$ cat src/rtl/staff_pkg.sv
// Shared pixel classes, staff geometry constants and the notehead y helper.
package staff_pkg;

  typedef enum logic [1:0] {
    PIX_BG     = 2'd0,
    PIX_LINE   = 2'd1,
    PIX_NOTE   = 2'd2,
    PIX_CURSOR = 2'd3
  } pix_class_t;

  localparam int unsigned NUM_STAFF_LINES = 5;

  // Centre row of a notehead; step 0 sits on the bottom line, each step is half a space up.
  function automatic int note_y(input int step, input int staff_top, input int line_spacing);
    return staff_top + (int'(NUM_STAFF_LINES) - 1) * line_spacing - step * (line_spacing / 2);
  endfunction

endpackage

$ cat src/rtl/staff_beat_timer.sv
// Tempo accumulator: adds bpm every cycle and emits a one-cycle beat pulse
// each time 60*CLK_HZ is crossed; the remainder carries into the next beat.
module staff_beat_timer #(
  parameter int unsigned CLK_HZ = 200_000_000
) (
  input  logic       clk_camera_in,
  input  logic       rst_in,
  input  logic [7:0] bpm,
  output logic       beat_tick
);

  localparam longint unsigned THRESH = 64'(CLK_HZ) * 64'd60;
  localparam int unsigned     ACC_W  = $clog2(THRESH + 64'd256);

  logic [ACC_W-1:0] acc_q, acc_d;
  logic [ACC_W-1:0] sum;
  logic             tick_q, tick_d;

  // acc stays below THRESH, so acc + 255 always fits in ACC_W bits
  always_comb begin
    sum    = acc_q + ACC_W'(bpm);
    acc_d  = sum;
    tick_d = 1'b0;
    if (sum >= ACC_W'(THRESH)) begin
      acc_d  = sum - ACC_W'(THRESH);
      tick_d = 1'b1;
    end
  end

  always_ff @(posedge clk_camera_in) begin
    if (rst_in) begin
      acc_q  <= '0;
      tick_q <= 1'b0;
    end else begin
      acc_q  <= acc_d;
      tick_q <= tick_d;
    end
  end

  assign beat_tick = tick_q;

endmodule

$ cat src/rtl/staff_scroll_renderer.sv
// Music staff overlay with a scrolling per-beat note history, 3-cycle pixel pipeline.
// Optional 1-px newest-column cursor is built when STAFF_CURSOR_EN is defined.
module staff_scroll_renderer
  import staff_pkg::*;
#(
  parameter int unsigned NUM_CHANNELS  = 10,
  parameter int unsigned NOTE_W        = 8,
  parameter int unsigned HISTORY_DEPTH = 16,
  parameter int unsigned COL_W_LOG2    = 5,
  parameter int unsigned STAFF_LEFT    = 64,
  parameter int unsigned STAFF_TOP     = 100,
  parameter int unsigned LINE_SPACING  = 8,
  parameter int unsigned BASE_NOTE     = 64,
  parameter int unsigned MAX_STEP      = 12,
  parameter int unsigned CLK_HZ        = 200_000_000,
  parameter int unsigned H_ACTIVE      = 1280,
  parameter int unsigned V_ACTIVE      = 720
) (
  input  logic                           clk_camera_in,
  input  logic                           rst_in,
  input  logic [10:0]                    hcount,
  input  logic [9:0]                     vcount,
  input  logic [7:0]                     bpm,
  input  logic [NUM_CHANNELS*NOTE_W-1:0] received_note,
  output logic [1:0]                     staff_out,
  output logic                           staff_valid,
  output logic                           beat_tick
);

  localparam int unsigned PTR_W   = $clog2(HISTORY_DEPTH);
  localparam int unsigned COL_W   = 1 << COL_W_LOG2;
  localparam int unsigned STAFF_W = HISTORY_DEPTH << COL_W_LOG2;
  localparam int unsigned HALF_SP = LINE_SPACING / 2;
  localparam int unsigned HIST_W  = NUM_CHANNELS * NOTE_W;

  staff_beat_timer #(
    .CLK_HZ(CLK_HZ)
  ) u_beat_timer (
    .clk_camera_in(clk_camera_in),
    .rst_in       (rst_in),
    .bpm          (bpm),
    .beat_tick    (beat_tick)
  );

  // History ring: wr_ptr is both the next write slot and the oldest column
  logic [HIST_W-1:0] hist_q [HISTORY_DEPTH];
  logic [PTR_W-1:0]  wr_ptr_q;

  always_ff @(posedge clk_camera_in) begin
    if (rst_in) begin
      wr_ptr_q <= '0;
      for (int i = 0; i < int'(HISTORY_DEPTH); i++) hist_q[i] <= '0;
    end else if (beat_tick) begin
      hist_q[wr_ptr_q] <= received_note;
      wr_ptr_q         <= wr_ptr_q + PTR_W'(1);
    end
  end

  // S1: column decode and active-area test
  logic [31:0]           dx;
  logic                  in_staff, active;
  logic [PTR_W-1:0]      s1_col_q;
  logic [COL_W_LOG2-1:0] s1_xoff_q;
  logic                  s1_in_staff_q, s1_active_q;
  logic [9:0]            s1_v_q;

  always_comb begin
    dx       = 32'(hcount) - 32'(STAFF_LEFT);
    in_staff = (32'(hcount) >= 32'(STAFF_LEFT)) && (32'(hcount) < 32'(STAFF_LEFT + STAFF_W));
    active   = (hcount < 11'(H_ACTIVE)) && (vcount < 10'(V_ACTIVE));
  end

  always_ff @(posedge clk_camera_in) begin
    if (rst_in) begin
      s1_col_q      <= '0;
      s1_xoff_q     <= '0;
      s1_in_staff_q <= 1'b0;
      s1_active_q   <= 1'b0;
      s1_v_q        <= '0;
    end else begin
      s1_col_q      <= PTR_W'(dx >> COL_W_LOG2);
      s1_xoff_q     <= COL_W_LOG2'(dx);
      s1_in_staff_q <= in_staff;
      s1_active_q   <= active;
      s1_v_q        <= vcount;
    end
  end

  // S2: history read; a same-cycle beat write to this slot is not yet visible
  logic [HIST_W-1:0]     s2_notes_q;
  logic [COL_W_LOG2-1:0] s2_xoff_q;
  logic                  s2_in_staff_q, s2_active_q;
  logic [9:0]            s2_v_q;
`ifdef STAFF_CURSOR_EN
  logic                  s2_newest_q;
`endif

  always_ff @(posedge clk_camera_in) begin
    if (rst_in) begin
      s2_notes_q    <= '0;
      s2_xoff_q     <= '0;
      s2_in_staff_q <= 1'b0;
      s2_active_q   <= 1'b0;
      s2_v_q        <= '0;
`ifdef STAFF_CURSOR_EN
      s2_newest_q   <= 1'b0;
`endif
    end else begin
      s2_notes_q    <= hist_q[wr_ptr_q + s1_col_q];
      s2_xoff_q     <= s1_xoff_q;
      s2_in_staff_q <= s1_in_staff_q;
      s2_active_q   <= s1_active_q;
      s2_v_q        <= s1_v_q;
`ifdef STAFF_CURSOR_EN
      s2_newest_q   <= (s1_col_q == PTR_W'(HISTORY_DEPTH - 1));
`endif
    end
  end

  // S3: per-channel notehead test, evaluated for all channels in parallel
  logic [NOTE_W-1:0] note;
  int                step, dy;
  logic              note_hit, line_hit, xoff_ok;

  always_comb begin
    note     = '0;
    step     = 0;
    dy       = 0;
    note_hit = 1'b0;
    for (int i = 0; i < int'(NUM_CHANNELS); i++) begin
      note = s2_notes_q[i*NOTE_W +: NOTE_W];
      step = int'(32'(note)) - int'(BASE_NOTE);
      dy   = int'(32'(s2_v_q)) - note_y(step, int'(STAFF_TOP), int'(LINE_SPACING));
      if ((note != '0) && (step >= 0) && (step <= int'(MAX_STEP)) &&
          (dy > -int'(HALF_SP)) && (dy < int'(HALF_SP)))
        note_hit = 1'b1;
    end
  end

  always_comb begin
    line_hit = 1'b0;
    for (int k = 0; k < int'(NUM_STAFF_LINES); k++) begin
      if (s2_v_q == 10'(int'(STAFF_TOP) + k * int'(LINE_SPACING))) line_hit = 1'b1;
    end
    xoff_ok = (s2_xoff_q >= COL_W_LOG2'(2)) && (s2_xoff_q <= COL_W_LOG2'(COL_W - 3));
  end

`ifdef STAFF_CURSOR_EN
  logic cursor_hit;
  always_comb begin
    cursor_hit = s2_newest_q && (s2_xoff_q == '0) &&
                 (s2_v_q >= 10'(STAFF_TOP)) &&
                 (s2_v_q <= 10'(STAFF_TOP + (NUM_STAFF_LINES - 1) * LINE_SPACING));
  end
`endif

  pix_class_t pix_d, pix_q;
  logic       valid_q;

  // Priority: notehead over cursor over staff line; nothing outside the staff or active area
  always_comb begin
    pix_d = PIX_BG;
    if (s2_active_q && s2_in_staff_q) begin
      if (note_hit && xoff_ok) pix_d = PIX_NOTE;
`ifdef STAFF_CURSOR_EN
      else if (cursor_hit)     pix_d = PIX_CURSOR;
`endif
      else if (line_hit)       pix_d = PIX_LINE;
    end
  end

  always_ff @(posedge clk_camera_in) begin
    if (rst_in) begin
      pix_q   <= PIX_BG;
      valid_q <= 1'b0;
    end else begin
      pix_q   <= pix_d;
      valid_q <= s2_active_q;
    end
  end

  assign staff_out   = pix_q;
  assign staff_valid = valid_q;

endmodule

$ cat config.mk
export PLATFORM = sky130hd
export DESIGN_NAME = staff_scroll_renderer
export DESIGN_NICKNAME = d
export VERILOG_FILES = /design/src/rtl/staff_pkg.sv /design/src/rtl/staff_beat_timer.sv /design/src/rtl/staff_scroll_renderer.sv
export SDC_FILE = /design/constraint.sdc
export NUM_CORES = 2
export LEC_CHECK = 0
export BUFFER_PORTS_ARGS = -buffer_cell sky130_fd_sc_hd__clkbuf_2
export CAP_MARGIN = 10
export CORE_MARGIN = 2
export CORE_UTILIZATION = 59
export CTS_CLUSTER_SIZE = 12
export DETAILED_ROUTE_END_ITERATION = 10
export PLACE_DENSITY = 0.78
export SLEW_MARGIN = 20
export SYNTH_ARGS = -nofsm -noshare
export SYNTH_HDL_FRONTEND = slang
export SYNTH_HIERARCHICAL = 1
export SYNTH_SLANG_ARGS = --single-unit
export TNS_END_PERCENT = 5
$ cat constraint.sdc
create_clock -name clk_camera_in -period 8.2 [get_ports clk_camera_in]
set_input_delay 1.23 -clock clk_camera_in [delete_from_list [all_inputs] [get_ports clk_camera_in]]
set_output_delay 1.23 -clock clk_camera_in [all_outputs]
set_load 0.02 [all_outputs]
==> metrics.yaml <==
logic_synthesis:
  yosysSeqAreaShare: 0.589
  post-synth-top-count-cell: "and3_1"
  syn_inst: 5193
  ys_warn_count: 6
  syn_nets: 5514
  synthArstFlopShare: 0
  yosysUniqueCellTypes: 100
  synth_area_leaders: "edfxtp_1 54%, and3_1 11%, mux4_2 10%, dfxtp_1 4.5%, ha_1 3.3%"
  syn_area_sq_um: 70600
  yosys.area.top_type_share: 0.544
  avgSynthCellArea_sq_um: 13.6
  synth_flop_cell: "edfxtp_1"
  ys_ff_latch: 1438
  synthTopCellsByCount: "1287 x and3_1, 1280 x edfxtp_1, 469 x clkbuf_1"
  synth_top_area_cell: "edfxtp_1"
  synth_edf_count: 1280
critical_path:
  max_stage_delay_ps: 810
  rrSetupSlack_ps: 3090
  path_cells: "clkbuf_2 -> ha_1 -> inv_1 -> fa_1 -> nand2b_2 -> a211oi_4 -> o21a_1 -> nand3_2 -> o41a_4 -> a221o_1 -> o2bb2ai_1 -> nor3_2 -> buf_4 -> or2_1 -> o32ai_2 -> mux2_1"
  cp-start-kind: "primary input"
  crit_path_end_kind: "register"
  rr_startpoint: "u_beat_timer/acc_q[0]$_SDFF_PP0_"
  r2r-end: "u_beat_timer/acc_q[19]$_SDFF_PP0_"
  reg2reg_depth: 15
  cp_slowest_cell: "nor3_2"
  cp.arrival_ps: 6010
  path_max_fanout: 19
  critPathKind: "in2reg"
  crit_required_ps: 8870
placement:
  dpl_cell_area_sq_um: 72100
  globalplace.congestion: 0.875
  io_buffers: 114
  dp_hpwl_mm: 91.4
floorplanning:
  core_sq_um: 118000
  die_w_microns: 350
  die_y_microns: 350
  num_io_pins: 115
  dieArea_sq_um: 123000
  start_util: 0.597
  num_rows: 126
global_routing:
  grt_pass1_wl_mm: 277
  track_usage: 0.300
  grt_max_degree: 281
  overflow: 0
  grt_pass1_vias: 45459
  antenna_found_initial: 20
drt:
  wl_per_cell_microns: 26.9
  firstDrtPassIters: 6
  wirelength_mm: 182
  routed_via_density: 6.70
  drc: 0
  ant_nets: 0
  drtIter0Drc: 5545
  vias: 45169
sta:
  clock_skew_ps: 29.9
  hold_violations: 0
  drv_slew: 0
  timing.hold.ws_ps: 446
  finalSetupViolCount: 0
  fin_tns_setup_ps: 0
  fin_crit_ps: 5340
  tightest_slew_ps: 1220
  finalCritPeriodShare: 0.651
  max_freq_mhz: 187
  rsz0062_at_grt: "false"
  slew-limit-headroom: 0.184
finish:
  drive_gt1_frac: 0.150
  synthToLayoutAreaGrowth_pct: 8.92
  stdcell_area_sq_um: 76900
  final_nets: 5326
  final_util: 0.650
clocking:
  cts_buffer_depth: 3
  cts_hold_buf: 0
  clk_latency_ps: 790
  cts_sinks: 1438
  post_cts_resized: 0
  clock-root-buffer: "clkbuf_16"
  clk_pin_slew_worst_paths_ps: 60
  cts_inserted_buffers: 151
  ctsHtreeMaxLevel: 4
  post-cts-setup-buffers: 0
  cts_tree: "yes"
worst_hold_path:
  holdPathStages: 1
  min_from: "s1_v_q[8]$_SDFF_PP0_"
  hold_class: "reg2reg"
  hold_end: "s2_v_q[8]$_SDFF_PP0_"
power:
  leakage_nw: 31.8
  ir_drop_mv: 0.209
  p_per_area_nw_per_um2: 224
run:
  max_cap_violations: 0
status:
  status: "finished, final reports clean"
==> critical path: cells and delay by family <==
family,cells,cell delay (ps)
AOI/OAI and AO/OA,6,2030
and+or+nand+nor,4,1440
adders and majority gates,2,540
buffers and inverters,3,440
muxes,1,310
==> cell families after synthesis <==
group | after synthesis | share of synthesized area
mux | 417 | 0.116
compound gates | 458 | 0.0475
flops | 1438 | 0.589
buf+inv | 758 | 0.0413
fa+ha+maj | 210 | 0.0395
simple gates | 1829 | 0.157
xor+xnor | 83 | 0.0103
==> through the flow <==
step	std cells	setup slack [ps]	power (mW)
2_1_floorplan	5193	3370	10.1
5_1_grt	6740	2550	17.8
6_report	6746	2860	17.3
4_1_cts	6727	2910	17.3
3_3_place_gp	6448	2150	10.6
3_5_place_dp	6449	2090	10.7
==> report_power, final <==
group	internal, mW	total, mW	switching (mW)
logic	0.841	2.09	1.25
registers	8.35	8.49	0.144
clock network	3.84	6.67	2.84
total	13.0	17.3	4.23
==> registers in the layout (all words and copies together) (netlist names), 10 cells and up <==
name	flops
hist_q	1280
s2_notes_q	80
s2_v_q	10
s1_v_q	10
u_beat_timer/acc_q	34
==> routing by layer <==
metal / vias up / share of wire / GRT usage
li1: 19580 / - / -
met1: 22643 / 0.38 / 0.404
met2: 2552 / 0.48 / 0.487
met3: 386 / 0.10 / 0.0591
met4: 8 / 0.032 / 0.110
met5: - / 0.00031 / 0
==> worst max path at each step <==
| stage | start | endpoint | slack (ps) | cells after the start |
|---|---|---|---|---|
| 2_1_floorplan | bpm[0] | u_beat_timer/acc_q[25]$_SDFF_PP0_ | 3370 | 17 |
| 5_1_grt | bpm[0] | u_beat_timer/acc_q[19]$_SDFF_PP0_ | 2550 | 17 |
| 6_report | bpm[0] | u_beat_timer/acc_q[19]$_SDFF_PP0_ | 2860 | 16 |
| 4_1_cts | bpm[0] | u_beat_timer/acc_q[19]$_SDFF_PP0_ | 2910 | 16 |
| 3_3_place_gp | bpm[0] | u_beat_timer/acc_q[19]$_SDFF_PP0_ | 2150 | 16 |
| 3_5_place_dp | bpm[0] | u_beat_timer/acc_q[19]$_SDFF_PP0_ | 2090 | 16 |
==> area by class of cell <==
class | count | area [sq um]
timing repair buffer | 180 | 1290
tap | 1600 | 2000
clock buffer | 238 | 4310
fill | 8100 | 41400
inverter | 237 | 890
multi-input combinational | 2997 | 26400
antenna | 16 | 40.0
clock inverter | 40 | 444
sequential | 1438 | 41600
==> layout by cell type (no fill, tap or decap), types with 10 or more instances in the layout <==
master | synthesis | routed
and3_1 | 1287 | 1286
edfxtp_1 | 1280 | 1280
mux4_2 | 320 | 320
inv_1 | 236 | 236
ha_1 | 188 | 183
a211oi_1 | 179 | 179
dfxtp_1 | 158 | 158
clkbuf_16 | 0 | 155
nor2_1 | 134 | 133
nor2b_1 | 129 | 129
clkbuf_2 | 1 | 113
mux2i_1 | 92 | 92
clkbuf_1 | 469 | 71
nand2_1 | 64 | 64
a21oi_1 | 55 | 55
xnor2_1 | 52 | 51
buf_4 | 3 | 50
o21ai_0 | 49 | 49
nor3_1 | 41 | 41
xor2_1 | 31 | 30
nand3_1 | 30 | 30
a21o_1 | 37 | 21
nand4_1 | 21 | 21
fa_1 | 22 | 21
nor4_1 | 20 | 19
diode_2 | 0 | 16
a21o_4 | 0 | 16
o21a_1 | 13 | 13
clkinv_1 | 1 | 13
clkbuf_8 | 0 | 13
nand2b_1 | 12 | 12
buf_12 | 0 | 12
and4_1 | 10 | 10
o211ai_1 | 10 | 10
Note: power is estimated with default switching activity, not from simulation.
